$ cat src/rtl/tour_pkg.sv
// Shared constants and state encoding for the knight's-tour command replayer.
package tour_pkg;

    localparam logic [3:0] OPC_MOVE    = 4'b0010;
    localparam logic [3:0] OPC_FANFARE = 4'b0011;

    localparam logic [7:0] HDG_N = 8'h00;
    localparam logic [7:0] HDG_W = 8'h3F;
    localparam logic [7:0] HDG_S = 8'h7F;
    localparam logic [7:0] HDG_E = 8'hBF;

    localparam logic [7:0] RESP_ACK  = 8'hA5;
    localparam logic [7:0] RESP_DONE = 8'h5A;

    typedef enum logic [2:0] {
        IDLE,
        V_CMD,
        V_HOLD,
        H_CMD,
        H_HOLD
    } state_t;

endpackage

$ cat src/rtl/tour_cmd_if.sv
// Command handshake between the tour replayer (master) and cmd_proc (slave).
interface tour_cmd_if;

    logic [15:0] cmd;
    logic        cmd_rdy;
    logic        clr_cmd_rdy;
    logic        send_resp;
    logic [7:0]  resp;

    modport master (
        output cmd,
        output cmd_rdy,
        output resp,
        input  clr_cmd_rdy,
        input  send_resp
    );

    modport slave (
        input  cmd,
        input  cmd_rdy,
        input  resp,
        output clr_cmd_rdy,
        output send_resp
    );

endinterface

$ cat src/rtl/tour_move_decode.sv
// Combinational one-hot knight move -> {heading, squares} for the vertical and horizontal legs.
module tour_move_decode
    import tour_pkg::*;
(
    input  logic [7:0]  move,
    output logic [11:0] vert_cmd,
    output logic [11:0] horiz_cmd,
    output logic        valid
);

    always_comb begin
        vert_cmd  = '0;
        horiz_cmd = '0;
        valid     = 1'b1;
        unique case (move)
            8'h01: begin vert_cmd = {HDG_N, 4'd2}; horiz_cmd = {HDG_W, 4'd1}; end
            8'h02: begin vert_cmd = {HDG_N, 4'd2}; horiz_cmd = {HDG_E, 4'd1}; end
            8'h04: begin vert_cmd = {HDG_N, 4'd1}; horiz_cmd = {HDG_W, 4'd2}; end
            8'h08: begin vert_cmd = {HDG_S, 4'd1}; horiz_cmd = {HDG_W, 4'd2}; end
            8'h10: begin vert_cmd = {HDG_S, 4'd2}; horiz_cmd = {HDG_W, 4'd1}; end
            8'h20: begin vert_cmd = {HDG_S, 4'd2}; horiz_cmd = {HDG_E, 4'd1}; end
            8'h40: begin vert_cmd = {HDG_S, 4'd1}; horiz_cmd = {HDG_E, 4'd2}; end
            8'h80: begin vert_cmd = {HDG_N, 4'd1}; horiz_cmd = {HDG_E, 4'd2}; end
            default: valid = 1'b0;
        endcase
    end

endmodule

$ cat src/rtl/tour_cmd.sv
// Replays the solved tour as vertical/horizontal motion commands; passes UART commands through when idle.
module tour_cmd
    import tour_pkg::*;
#(
    parameter int unsigned NUM_MOVES = 24,
    parameter int unsigned IDX_W     = 5
) (
    input  logic             clk,
    input  logic             rst,
    input  logic             start_tour,
    input  logic [7:0]       move,
    output logic [IDX_W-1:0] mv_indx,
    input  logic [15:0]      cmd_UART,
    input  logic             cmd_rdy_UART,
    tour_cmd_if.master       bus
);

    localparam logic [IDX_W-1:0] LAST_IDX = IDX_W'(NUM_MOVES - 1);

    state_t      state, state_nxt;
    logic        idx_inc, idx_clr;
    logic        last_move;
    logic [11:0] vert_cmd, horiz_cmd;
    logic        move_valid;

    tour_move_decode u_decode (
        .move      (move),
        .vert_cmd  (vert_cmd),
        .horiz_cmd (horiz_cmd),
        .valid     (move_valid)
    );

    assign last_move = (mv_indx == LAST_IDX);

    always_ff @(posedge clk) begin
        if (rst) begin
            state   <= IDLE;
            mv_indx <= '0;
        end else begin
            state <= state_nxt;
            if (idx_clr)
                mv_indx <= '0;
            else if (idx_inc)
                mv_indx <= mv_indx + 1'b1;
        end
    end

    always_comb begin
        state_nxt   = state;
        idx_inc     = 1'b0;
        idx_clr     = 1'b0;
        bus.cmd     = '0;
        bus.cmd_rdy = 1'b0;
        bus.resp    = RESP_ACK;
        unique case (state)
            IDLE: begin
                bus.cmd     = cmd_UART;
                bus.cmd_rdy = cmd_rdy_UART;
                bus.resp    = RESP_DONE;
                if (start_tour)
                    state_nxt = V_CMD;
            end
            V_CMD, V_HOLD: begin
                bus.cmd     = move_valid ? {OPC_MOVE, vert_cmd} : '0;
                bus.cmd_rdy = (state == V_CMD);
                // A send_resp coinciding with the consume skips V_HOLD entirely.
                if (state == V_CMD) begin
                    if (bus.clr_cmd_rdy)
                        state_nxt = bus.send_resp ? H_CMD : V_HOLD;
                end else if (bus.send_resp) begin
                    state_nxt = H_CMD;
                end
            end
            H_CMD, H_HOLD: begin
                bus.cmd     = move_valid ? {(last_move ? OPC_FANFARE : OPC_MOVE), horiz_cmd} : '0;
                bus.cmd_rdy = (state == H_CMD);
                if (state == H_HOLD && last_move)
                    bus.resp = RESP_DONE;
                if (state == H_CMD && bus.clr_cmd_rdy && !bus.send_resp)
                    state_nxt = H_HOLD;
                // H_CMD with both strobes finishes the move just as H_HOLD would.
                if (bus.send_resp && (state == H_HOLD || bus.clr_cmd_rdy)) begin
                    if (last_move) begin
                        idx_clr   = 1'b1;
                        state_nxt = IDLE;
                    end else begin
                        idx_inc   = 1'b1;
                        state_nxt = V_CMD;
                    end
                end
            end
            default: state_nxt = IDLE;
        endcase
    end

endmodule

$ cat src/flat_wrapper.sv
// flat-port wrapper written by rule: the top's interface ports become plain ports
module tour_cmd_flat import tour_pkg::*;
#(
    parameter int unsigned NUM_MOVES = 24,
    parameter int unsigned IDX_W     = 5
)
  (clk, rst, start_tour, move, mv_indx, cmd_UART, cmd_rdy_UART, bus_cmd, bus_cmd_rdy, bus_resp, bus_clr_cmd_rdy, bus_send_resp);
  tour_cmd_if bus_i ();
  input  logic clk;
  input  logic rst;
  input  logic start_tour;
  input  logic [7:0] move;
  output logic [IDX_W-1:0] mv_indx;
  input  logic [15:0] cmd_UART;
  input  logic cmd_rdy_UART;
  output wire logic [$bits(bus_i.cmd)-1:0] bus_cmd;
  output wire logic [$bits(bus_i.cmd_rdy)-1:0] bus_cmd_rdy;
  output wire logic [$bits(bus_i.resp)-1:0] bus_resp;
  input wire logic [$bits(bus_i.clr_cmd_rdy)-1:0] bus_clr_cmd_rdy;
  input wire logic [$bits(bus_i.send_resp)-1:0] bus_send_resp;
  assign bus_cmd = bus_i.cmd;
  assign bus_cmd_rdy = bus_i.cmd_rdy;
  assign bus_resp = bus_i.resp;
  assign bus_i.clr_cmd_rdy = bus_clr_cmd_rdy;
  assign bus_i.send_resp = bus_send_resp;
  tour_cmd #(.NUM_MOVES(NUM_MOVES), .IDX_W(IDX_W)) u_core (.clk(clk), .rst(rst), .start_tour(start_tour), .move(move), .mv_indx(mv_indx), .cmd_UART(cmd_UART), .cmd_rdy_UART(cmd_rdy_UART), .bus(bus_i));
endmodule
$ cat config.mk
export PLATFORM = sky130hd
export DESIGN_NAME = tour_cmd_flat
export DESIGN_NICKNAME = d
export VERILOG_FILES = /design/src/rtl/tour_pkg.sv /design/src/rtl/tour_cmd_if.sv /design/src/rtl/tour_move_decode.sv /design/src/rtl/tour_cmd.sv /design/src/flat_wrapper.sv
export SDC_FILE = /design/constraint.sdc
export NUM_CORES = 1
export LEC_CHECK = 0
export BUFFER_PORTS_ARGS = -buffer_cell sky130_fd_sc_hd__buf_2
export CORE_ASPECT_RATIO = 0.9
export CORE_MARGIN = 2
export CORE_UTILIZATION = 39
export CTS_CLUSTER_DIAMETER = 30
export DETAILED_ROUTE_END_ITERATION = 12
export GPL_ROUTABILITY_DRIVEN = 0
export PLACE_DENSITY = 0.84
export REMOVE_ABC_BUFFERS = 1
export SETUP_SLACK_MARGIN = 0.05
export SYNTH_ARGS = -nofsm -noshare
export SYNTH_HDL_FRONTEND = slang
export SYNTH_SLANG_ARGS = --single-unit
$ cat constraint.sdc
create_clock -name clk -period 1.85 [get_ports clk]
set_input_delay 0.2775 -clock clk [delete_from_list [all_inputs] [get_ports clk]]
set_output_delay 0.2775 -clock clk [all_outputs]
set_load 0.02 [all_outputs]
==> summary.txt <==
Die
  • Die area: ~0.0030 mm²
  • Die Ht: between 50 and 60 µm
  • Horizontal extent of the die: 57.7 µm
  • Number of top-level pins: 60
  • Area of the placeable core: 0.00247 mm²
  • Row count: 17
  • Initial standard-cell utilization of the core: 0.410

Critical path
  • Cell seen most often among critical-path stages: buf_4
  • Longest individual stage delay on the worst path: ~0.56 ns
  • Critical path cell sequence: buf_8 -> or4_4 -> buf_6 -> buf_4 -> nor4_4 -> a21oi_1 -> nor2_1 -> buf_4
  • Critical path buffer and inverter count: 4
  • Library cell contributing the largest single delay on the critical path: or4_4
  • Critical Path RT: 1.57 ns
  • Largest driver fanout on the critical path: 3
  • Cell family contributing the most delay on the critical path: simple AND/OR/NAND/NOR gates
  • Arrival time at the worst endpoint: 1.80 ns
  • WS Path Type: in -> out
  • Startpoint class of the critical path: input port
  • Element type at the critical path end: primary output

Timing
  • Achievable frequency: between 0.4 and 0.5 GHz
  • Transition time at the pin with the least slew margin: approximately 0.39 ns
  • Smallest setup slack after layout: -0.232 ns
  • Slew headroom: 0.736
  • Min Clock Period, post-route: ~2.1 ns
  • Unrepaired setup endpoints after global routing: yes
  • Share of the cycle needed by the critical path after routing: 1.13
  • Pins over their slew limit: 0
  • Final Hold Fails: 0
  • Setup violators final: 11
  • Clock skew after layout: around 0.0011 ns

Detailed routing
  • Vias per Instance: 5.71
  • Count of vias placed by the detailed router: 1440
  • Pre-Repair DR Iteration Count: 4
  • Remaining antenna violation count after routing: 0
  • Total detailed-routing wirelength: 4.13 mm
  • Post-route DRC violation count: 0
  • Number of design-rule violations left by the first detailed-router iteration: 65
  • Routed wire length per instance: 16.4 µm

Run
  • Max capacitance violation total: 0

Yosys
  • Cell area after synthesis: a little over 0.001 mm²
  • Avg Synthesized Cell Area: approximately 7 µm²
  • Sequential cell area fraction in the yosys report: 0.158
  • Cell count after synthesis: approximately 140
  • Top_reg_cell synth: dfxtp_1
  • Total number of yosys warnings: 0
  • Flops & latches, synth: 8
  • Proportion of register bits with asynchronous set or reset after synthesis: 0
  • Number of distinct library cells after synthesis: 48
  • Count of flip-flops with a built-in enable after synthesis: 0

Pwr
  • Power share of the combinational group: 0.648
  • Part of the power in the clock network: 0.146
  • Leakage power figure: 0.000884 µW
  • Post-layout power: 916 µW
  • Power per unit of standard cell area: around 470 mW/mm²
  • Seq pwr share: 0.206
  • Fraction of power spent switching nets: 0.433
  • Total internal power: around 520 µW
  • Worst VDD drop: 0.435 mV
  • Switching power: around 400 µW

Layout
  • Util after Layout: 0.796
  • Fraction of final layout cells with drive strength greater than 1: 0.647
  • Post-layout instance count excluding filler cells: around 250
  • Multi-input combinational cell area: approximately 0.001 mm²
  • Sequential cell area: ~170 µm²
  • Post-route cell area: between 0.0015 and 0.002 mm²
  • Layout area overhead: 94.3%
  • Number of nets in the layout: 257
  • Fillers: 156
  • Count of inserted antenna diode cells: 0

Place
  • Instance area at placement: 0.00143 mm²
  • Post-detail-place hpwl: around 2.5 mm
  • Post-Place Cells: 238
  • Count of port buffers added during placement: 59

Worst hold path
  • Worst Hold Class: in -> reg

CTS
  • Sinks on Clock Net: 8
  • Number of buffers created by CTS: 3
  • Master cell of the clock root buffer: clkbuf_4
  • CTS Buffer Depth: 2
  • Register clock-pin slew on the reported worst setup and hold paths: approximately 0.050 ns
  • Worst skew pair latency: between 0.2 and 0.3 ns
  • Clock tree from TritonCTS: done
  • CTS Hold Bufs: 0
  • Count of H-tree levels built during CTS: 1

GRT
  • Global-route wire length before repair: 5.80 mm
  • Overflow after GRT: 0
  • Antenna violations before repair: 0
  • Pin count of the biggest net entering global routing: 11
  • Overall fraction of global-route tracks in use: 0.248
  • Vias in the first global route: approximately 1300

Outcome
  • Run status: finished, violations left
  • Violations in the final reports: negative setup slack
==> flip-flops by register name, summed over array words and instances, names as in the netlist <==
| name | flops |
|---|---|
| u_core.mv_indx | 5 |
| u_core.state | 3 |
==> per-stage QoR <==
step                      setup TNS (ns)  hold slack, ns  setup slack, ns
after floorplan                    -3.08           0.340           -0.624
after global placement             -1.90           0.494           -0.215
after detailed placement           -2.03           0.501           -0.230
after CTS                         -0.867           0.250           -0.164
after global routing               -2.22           0.268           -0.241
final                              -1.63           0.256           -0.232
==> per-layer routing <==
metal	up-vias	track usage	wire length, µm
met5	-	0	0
met1	703	0.270	1570
li1	683	-	-
met4	0	0.0969	65
met2	44	0.489	2290
met3	10	0.0222	211
==> final timing paths <==
check / start / endpoint / slack (ns) / cells past startpoint
setup / recovery: move[1] / bus_cmd[10] / -0.23 / 8
hold / removal: bus_send_resp / u_core.state[2] / 0.26 / 2
setup reg to reg: u_core.state[2] / u_core.mv_indx[3] / 0.24 / 6
hold reg to reg: u_core.mv_indx[3] / u_core.mv_indx[3] / 0.52 / 2
==> worst register-to-register path: stages, from the launching register on <==
cell	delay, ns
dfxtp_2	0.35
buf_4	0.17
nand4b_1	0.25
a21boi_4	0.20
nand4_1	0.12
or3_1	0.34
a21oi_2	0.12
==> synthesized netlist by cell type, drive strengths merged (2+ instances only) <==
library cell	number	area, µm²
a211o	2	17.5
a211oi	4	30.0
a21oi	11	58.8
and2	8	50.1
and3	2	12.5
buf	13	77.6
clkbuf	3	11.3
dfxtp	8	160
inv	4	15.0
mux2i	2	20.0
nand2	10	37.5
nand2b	2	12.5
nand3	4	20.0
nand4b	2	17.5
nor2	14	52.6
nor3	5	25.0
nor4	4	31.3
nor4b	4	35.0
o21ai	12	60.1
o22ai	2	18.8
o31ai	3	22.5
or2	2	12.5
xnor2	2	17.5
xor2	4	35.0
==> power groups by stage <==
| stage | Clock [µW] | Sequential, µW | Combinational [µW] |
|---|---|---|---|
| 4_1_cts | 138 | 187 | 489 |
| 5_1_grt | 148 | 189 | 627 |
| 6_report | 133 | 189 | 593 |
| 2_1_floorplan | 0 | 195 | 233 |
| 3_5_place_dp | 0 | 190 | 428 |
| 3_3_place_gp | 0 | 190 | 422 |
==> cell families after synthesis <==
group | after synthesis | synth area share
AND/OR/NAND/NOR | 64 | 0.358
AO/OA/AOI/OAI | 43 | 0.297
buffers and inverters | 20 | 0.103
flip-flops | 8 | 0.158
XOR/XNOR | 6 | 0.0520
multiplexers | 2 | 0.0198
adder cells (fa/ha/maj) | 1 | 0.0124
==> timing repair <==
item	4_1_cts	5_1_grt
pin swaps	10	9
buffers inserted	2	9
endpoints found under the setup margin	24	24
resized for setup	59	48
hold endpoints to repair	0	0
==> cell usage in the layout (no fill, tap or decap), types with 4 or more instances in the layout <==
cell type / instances
a21oi_1: 4
a21oi_2: 6
and2_1: 5
buf_2: 38
buf_4: 37
buf_6: 14
nand2_1: 10
nand3_1: 4
nor2_1: 12
nor3_1: 4
o21ai_1: 7
==> cell type report <==
type,instances,area share
Timing Repair Buffer,93,0.352
Tap cell,28,0.0178
Inverter,4,0.0102
Clock buffer,3,0.0115
Multi-Input combinational cell,116,0.520
Sequential cell,8,0.0885
No activity file was read; power rests on OpenSTA's default activity.
